<file path="config.mk">
export PLATFORM = sky130hd
export DESIGN_NAME = unidade_busca
export DESIGN_NICKNAME = d
export VERILOG_FILES = /design/src/rtl/redux_v_pkg.sv /design/src/rtl/unidade_busca_fila.sv /design/src/rtl/unidade_busca.sv
export SDC_FILE = /design/constraint.sdc
export NUM_CORES = 1
export LEC_CHECK = 0
export CAP_MARGIN = 20
export CELL_PAD_IN_SITES_DETAIL_PLACEMENT = 2
export CELL_PAD_IN_SITES_GLOBAL_PLACEMENT = 2
export CORE_MARGIN = 1
export CORE_UTILIZATION = 32
export DETAILED_ROUTE_END_ITERATION = 8
export PLACE_DENSITY_LB_ADDON = 0.2
export SYNTH_ARGS = -nofsm -noshare
export SYNTH_HDL_FRONTEND = slang
export SYNTH_HIERARCHICAL = 1
export SYNTH_SLANG_ARGS = --single-unit
</file>
<file path="constraint.sdc">
create_clock -name clk -period 4.9 [get_ports clk]
set_input_delay 0.49 -clock clk [delete_from_list [all_inputs] [get_ports clk]]
set_output_delay 0.49 -clock clk [all_outputs]
set_load 0.05 [all_outputs]
</file>
<file path="src/rtl/redux_v_pkg.sv">
// Shared Redux-V front-end types: fetch address/instruction widths and the {pc, instr} entry
// passed from the fetch stage to the decoder.
package redux_v_pkg;

  localparam int ADDR_W = 8;
  localparam int INSTR_W = 8;
  localparam logic [ADDR_W-1:0] RESET_PC = 8'h00;

  typedef struct packed {
    logic [ADDR_W-1:0]  pc;
    logic [INSTR_W-1:0] instr;
  } entrada_busca_t;

endpackage

</file>
<file path="src/rtl/unidade_busca_fila.sv">
// Generic synchronous FIFO with flush; head is read from registered state only, so there is
// no write-through when empty and no push accepted when full even if a pop happens that cycle.
module fila_busca #(
  parameter int  DEPTH = 2,
  parameter type T     = logic [7:0]
) (
  input  logic clk,
  input  logic rst,
  input  logic i_push,
  input  logic i_pop,
  input  logic i_flush,
  input  T     i_dat,
  output T     o_dat,
  output logic o_cheio,
  output logic o_vazio
);

  localparam int PW = $clog2(DEPTH);

  T             r_mem [DEPTH];
  logic [PW:0]  r_wr_ptr;
  logic [PW:0]  r_rd_ptr;
  logic         w_push;
  logic         w_pop;

  // Extra pointer MSB distinguishes full from empty when the index bits match.
  assign o_vazio = (r_wr_ptr == r_rd_ptr);
  assign o_cheio = (r_wr_ptr[PW] != r_rd_ptr[PW]) && (r_wr_ptr[PW-1:0] == r_rd_ptr[PW-1:0]);
  assign w_push  = i_push & ~o_cheio;
  assign w_pop   = i_pop & ~o_vazio;

  always_comb begin
    o_dat = '0;
    if (!o_vazio) o_dat = r_mem[r_rd_ptr[PW-1:0]];
  end

  always_ff @(posedge clk) begin
    if (rst) begin
      r_wr_ptr <= '0;
      r_rd_ptr <= '0;
    end else if (i_flush) begin
      r_wr_ptr <= '0;
      r_rd_ptr <= '0;
    end else begin
      if (w_push) begin
        r_mem[r_wr_ptr[PW-1:0]] <= i_dat;
        r_wr_ptr <= r_wr_ptr + 1'b1;
      end
      if (w_pop) r_rd_ptr <= r_rd_ptr + 1'b1;
    end
  end

endmodule

</file>
<file path="src/rtl/unidade_busca.sv">
// Redux-V fetch stage: owns the PC, reads instruction memory combinationally and queues
// {pc, instr} toward the decoder; one-cycle fetch latency, stalls PC when the queue is full.
module unidade_busca #(
  parameter int                ADDR_W    = redux_v_pkg::ADDR_W,
  parameter int                INSTR_W   = redux_v_pkg::INSTR_W,
  parameter logic [ADDR_W-1:0] RESET_PC  = redux_v_pkg::RESET_PC,
  parameter int                BUF_DEPTH = 2
) (
  input  logic               clk,
  input  logic               rst,
  input  logic               habilita,
  input  logic               desvio,
  input  logic [ADDR_W-1:0]  alvo,
  output logic [ADDR_W-1:0]  endereco,
  input  logic [INSTR_W-1:0] instrucao,
  output logic [INSTR_W-1:0] instr_saida,
  output logic [ADDR_W-1:0]  pc_saida,
  output logic               valido,
  input  logic               pronto
);

  import redux_v_pkg::*;

  logic [ADDR_W-1:0] r_pc;
  logic              w_push;
  logic              w_cheio;
  logic              w_vazio;
  entrada_busca_t    w_entrada;
  entrada_busca_t    w_cabeca;

  // A redirect wins over fetching: the instruction read at the old PC is on the wrong path.
  assign w_push          = habilita & ~w_cheio & ~desvio;
  assign w_entrada.pc    = r_pc;
  assign w_entrada.instr = instrucao;

  assign endereco    = r_pc;
  assign valido      = ~w_vazio;
  assign pc_saida    = w_cabeca.pc;
  assign instr_saida = w_cabeca.instr;

  always_ff @(posedge clk) begin
    if (rst)         r_pc <= RESET_PC;
    else if (desvio) r_pc <= alvo;
    else if (w_push) r_pc <= r_pc + 1'b1;
  end

  fila_busca #(
    .DEPTH (BUF_DEPTH),
    .T     (entrada_busca_t)
  ) u_fila (
    .clk     (clk),
    .rst     (rst),
    .i_push  (w_push),
    .i_pop   (pronto),
    .i_flush (desvio),
    .i_dat   (w_entrada),
    .o_dat   (w_cabeca),
    .o_cheio (w_cheio),
    .o_vazio (w_vazio)
  );

endmodule

</file>
Word-level counts from Yosys, hierarchy flattened
Memory sizes are Yosys's and may differ from the RTL's. A register that Yosys moved wholly into a read port is not among the register bits.
Index checks and enable logic that the tools add are counted.
{"block": "op_classes", "n_mul": 0, "div": 0, "n_eq_ne": 3, "shifts": 0, "muxes": 9, "magnitude_cmp": 0, "addsub": 3, "n_reduce_logical": 3, "bitwise_logic": 7}
{"op": "$mux 16", "count": 1}
{"op": "$mux 8", "count": 2}
{"op": "$add 8x1->8 const B", "count": 1}
{"op": "$mux 1", "count": 6}
{"op": "$add 2x1->2 const B", "count": 2}
{"op": "$and 1x1->1", "count": 4}
{"op": "$not 1->1", "count": 3}
{"op": "$eq 2x2->1", "count": 1}
{"op": "$reduce_bool 2->1", "count": 1}
{"op": "$reduce_or 2->1", "count": 1}
{"op": "$eq 1x1->1", "count": 1}
{"op": "$logic_and 1x1->1", "count": 1}
{"op": "$ne 1x1->1", "count": 1}
{"block": "totals", "latchBits": 0, "ramBits": 32, "out_inout_bits": 25, "mem_bits_ro": 0, "elab_cells": 29, "register_bits": 12, "n_memories": 1}
{"name": "u_fila.r_mem", "words": 2, "word_bits": 16, "rd": 1, "rd_clocked_by_memory_dff": 1, "write_ports": 1, "line": "unidade_busca_fila.sv:20", "source": "T r_mem [DEPTH];"}

Longest topological paths before layout
{"block": "logic_depth", "depth_word": 10, "mapped_depth": 7, "mapped_depth_nobuf": 6}

Hierarchy
The synthesis kept the hierarchy.
{"module": "fila_busca", "area_per_inst_um2": 1498.9, "seq_area_each_um2": 1061.0, "cells_per_inst": 99, "instances": 1}
{"module": "unidade_busca", "area_per_inst_um2": 467.9, "seq_area_each_um2": 160.2, "cells_per_inst": 56, "instances": 1}

Worst setup path after synthesis
Ideal clock, no wire load.
{"block": "synth_timing", "path_kind": "register to register", "start": "register u_fila.r_wr_ptr[0]", "end": "memory u_fila/r_mem[1][0] in the netlist's numbering (enable)", "period_less_slack_ns": 4.513, "path_stages_with_launch": 6, "n_path_buf": 0, "t_arrival_ns": 4.035, "path_slack_ns": 0.387, "required_ns": 4.422, "path_cell_list": "dfxtp_1 -> xor2_1 -> nor2_1 -> nor3b_1 -> nand2_1 -> a2111oi_0"}
{"block": "synth_between", "elab_chain_cells": 10}
{"item": "start, declared", "line": "unidade_busca_fila.sv:21", "source": "logic [PW:0] r_wr_ptr;"}
{"item": "start signal, assigned", "line": "unidade_busca_fila.sv:47", "source": "r_wr_ptr <= r_wr_ptr + 1'b1;"}
{"item": "$eq 1x1->1", "line": "unidade_busca_fila.sv:28", "source": "assign o_cheio = (r_wr_ptr[PW] != r_rd_ptr[PW]) && (r_wr_ptr[PW-1:0] == r_rd_ptr[PW-1:0]);"}
{"item": "$logic_and 1x1->1", "line": "unidade_busca_fila.sv:28"}
{"item": "net w_cheio", "line": "unidade_busca.sv:26", "source": "logic w_cheio;"}
{"item": "$not 1->1", "line": "unidade_busca.sv:32", "source": "assign w_push = habilita & ~w_cheio & ~desvio;"}
{"item": "$and 1x1->1 (2 in a row)", "line": "unidade_busca.sv:32"}
{"item": "net w_push", "line": "unidade_busca.sv:25", "source": "logic w_push;"}
{"item": "$and 1x1->1", "line": "unidade_busca_fila.sv:29", "source": "assign w_push = i_push & ~o_cheio;"}
{"item": "$mux 1", "line": "unidade_busca_fila.sv:45", "source": "if (w_push) begin"}
{"item": "$mux 1", "line": "unidade_busca_fila.sv:41", "source": "end else if (i_flush) begin"}
{"item": "$mux 1", "line": "unidade_busca_fila.sv:38", "source": "if (rst) begin"}
{"item": "$mux 1 (not written as such)", "line": "unidade_busca_fila.sv:46", "source": "r_mem[r_wr_ptr[PW-1:0]] <= i_dat;"}
{"item": "end, declared", "line": "unidade_busca_fila.sv:20"}
The timed path passes the listed nets, and every way through them passes these cells.

Final worst setup path
{"block": "layout_timing", "start": "register u_fila.r_rd_ptr[0]", "end": "output port pc_saida[2]"}
{"block": "layout_between", "elab_chain_cells": 2}
{"item": "start, declared", "line": "unidade_busca_fila.sv:22", "source": "logic [PW:0] r_rd_ptr;"}
{"item": "start signal, assigned", "line": "unidade_busca_fila.sv:49", "source": "if (w_pop) r_rd_ptr <= r_rd_ptr + 1'b1;"}
{"item": "$eq 2x2->1", "line": "unidade_busca_fila.sv:27", "source": "assign o_vazio = (r_wr_ptr == r_rd_ptr);"}
{"item": "net w_vazio", "line": "unidade_busca.sv:27", "source": "logic w_vazio;"}
{"item": "$mux 16", "line": "unidade_busca_fila.sv:34", "source": "if (!o_vazio) o_dat = r_mem[r_rd_ptr[PW-1:0]];"}
{"item": "end, declared", "line": "unidade_busca.sv:17", "source": "output logic [ADDR_W-1:0] pc_saida,"}
The timed path passes the listed nets, and every way through them passes these cells.

==> results.yml <==
status:
  status: "finished clean"
timing:
  timing.fmax_mhz: 339
  drv_slew: 0
  finalSetupViolCount: 0
  fin_crit_ns: 2.95
  rsz0062_at_grt: "no"
  timing.final.ws_setup_ns: 1.95
  hold_viol: 0
  slew_headroom_pct: 36.1
  period_share_pct: 60.2
  whs_ns: 0.542
  setup-tns-final_ns: 0
  tightest_slew_ns: 0.957
  fin_skew_ns: 0.00186
detailed_routing:
  routed.top_layer: "met4"
  vias: 1372
  first_pass_iters: 4
  detail_route.iter0.violations: 18
  wl_met3_um: 145
  route.met2.wl_mm: 2.58
  antenna_left: 0
  wirelength_mm: 4.74
  post_drt_via_cell_ratio: 4.95
  drc_errors: 0
  m1WireLength_mm: 1.96
  wl_per_cell_um: 17.1
cts:
  cts_buffers: 5
  postCtsResizedCells: 0
  clockRootBuffer: "clkbuf_8"
  clock_latency_ns: 0.28
  cts.sinks: 45
  cts_htree_levels: 2
  clk_pin_slew_ns: 0.08
  cts_hold_buf: 0
  post_cts_buffers: 0
  clockBufferDepth: 2
  cts_tree: "yes"
yosys:
  yosys_warnings: 6
  synth-seq-cells: 45
  syn-instance-count: 155
  yosys_most_used_dff: "edfxtp_1"
  syn_nets: 177
  yosysMostFrequentCell: "edfxtp_1"
  synth_top_area_share_pct: 48.9
  ys_types: 40
  syn-cell-area_mm2: 0.00197
  synthTopCellsByCount: "edfxtp_1 (32), nor2_1 (25), mux2i_1 (19)"
  synth_seq_area_share_pct: 62.1
  synthArstFlopShare_pct: 0
  synthTopCellsByArea: "edfxtp_1 (49%), dfxtp_1 (13%), mux2i_1 (9.7%)"
  syn_area_per_cell_um2: 12.7
  synth-edff-count: 32
  yosys.area.top_type: "edfxtp_1"
hold_path:
  hold_path_class: "reg2reg"
die:
  dieArea_mm2: 0.00646
  row_count: 28
  start_util_pct: 33.2
  die_w_um: 80.4
  ios: 46
  dieHeight_um: 80.4
  core-area_mm2: 0.00592
grt:
  antenna_found_initial: 0
  globalRouteOverflowTotal: 0
  grt_usage_pct: 16.2
  first_global_vias: 1549
  grt_max_degree: 18
  grt_pass1_wl_mm: 7.71
placement:
  place_hpwl_mm: 3.34
  finalWeightedCongestion: 0.719
  place_ws_ns: 1.77
  placed_area_mm2: 0.00248
  port_buffers: 45
  dp.cells: 270
cells_and_area:
  finalNonFillerCells: 277
  nets: 224
  n_antenna_cell: 0
  utilization_pct: 43.7
  drive_gt1_share_pct: 7.43
  syn2layout_area_growth_pct: 31.5
  fin_area_mm2: 0.00259
power_and_ir_drop:
  p_per_area_mw_per_mm2: 314
  max-vdd-ir-drop_mv: 0.129
  p_leak_nw: 0.881
  power.total_mw: 0.812
worst_setup_path:
  end_kind: "primary output"
  worst_setup_path_start_kind: "register"
  critPathRequiredTime_ns: 4.41
  critPathMaxFanout: 17
  arrival_ns: 2.46
  worstSetupPathType: "reg2out"
flow_run:
  drv_cap: 0
[cell type report]
type,instances,area (um^2)
well taps,75,93.8
clock buffers,5,68.8
flip-flops and latches,45,1220
repair buffers,46,458
clock inverters,2,35.0
inverters,7,26.3
multi-input cells,97,683
fillers,594,3330
[critical path, cell delays in order (launching register included)]
cell             delay, ns
dfxtp_1               0.51
xor2_1                0.16
nor2_2                0.60
nor2_1                0.14
clkdlybuf4s50_1       0.75
[routing by layer]
metal	track usage [%]	vias to the layer above
li1	-	671
met3	2.27	5
met4	5.89	0
met5	0	-
met1	18.0	666
met2	30.9	30
[where the power goes]
part	switching (mW)	internal (mW)	leakage (nW)
sequential	0.0147	0.416	0.401
combinational	0.0718	0.0472	0.426
clock	0.114	0.148	0.0540
[cells by family (layout without fill, tap and decap cells)]
| group | after synthesis | after routing | synth area share, % |
|---|---|---|---|
| xor+xnor | 4 | 4 | 1.78 |
| mux | 19 | 19 | 9.67 |
| fa+ha+maj | 1 | 1 | 0.636 |
| buf+inv | 13 | 60 | 3.50 |
| simple gates | 45 | 45 | 11.6 |
| compound gates | 28 | 28 | 10.8 |
| flops | 45 | 45 | 62.1 |
[state kept, by name, indices dropped and copies added, names as in the netlist, named ones only]
| name | flops |
|---|---|
| u_fila/r_mem | 32 |
| endereco | 8 |
| u_fila/r_rd_ptr | 2 |
| u_fila/r_wr_ptr | 2 |
[worst paths after layout]
check	endpoint	slack (ns)	depth (start not counted)	startpoint
worst min register to register	u_fila/r_mem[1][13]	0.54	0	endereco[5]
worst max-delay path	pc_saida[2]	1.95	4	u_fila/r_rd_ptr[0]
worst min-delay path	u_fila/r_mem[1][13]	0.54	0	endereco[5]
worst max register to register	u_fila/r_mem[1][8]	2.04	6	u_fila/r_rd_ptr[0]
[placed cells by master (no fill, tap or decap), drive strengths merged, types with 2 or more instances in the layout]
master	netlist	routed
nand3	2	2
nor2	26	26
a2111oi	2	2
nand2	4	4
nand2b	3	3
clkbuf	1	5
edfxtp	32	32
a31oi	2	2
mux2i	19	19
xor2	2	2
inv	7	7
nand4b	2	2
o21ba	2	2
xnor2	2	2
dfxtp	13	13
o21ai	7	7
a211oi	2	2
or3	3	3
a21oi	3	3
a311oi	2	2
clkdlybuf4s50	0	45
(Power assumes the default switching activity.)
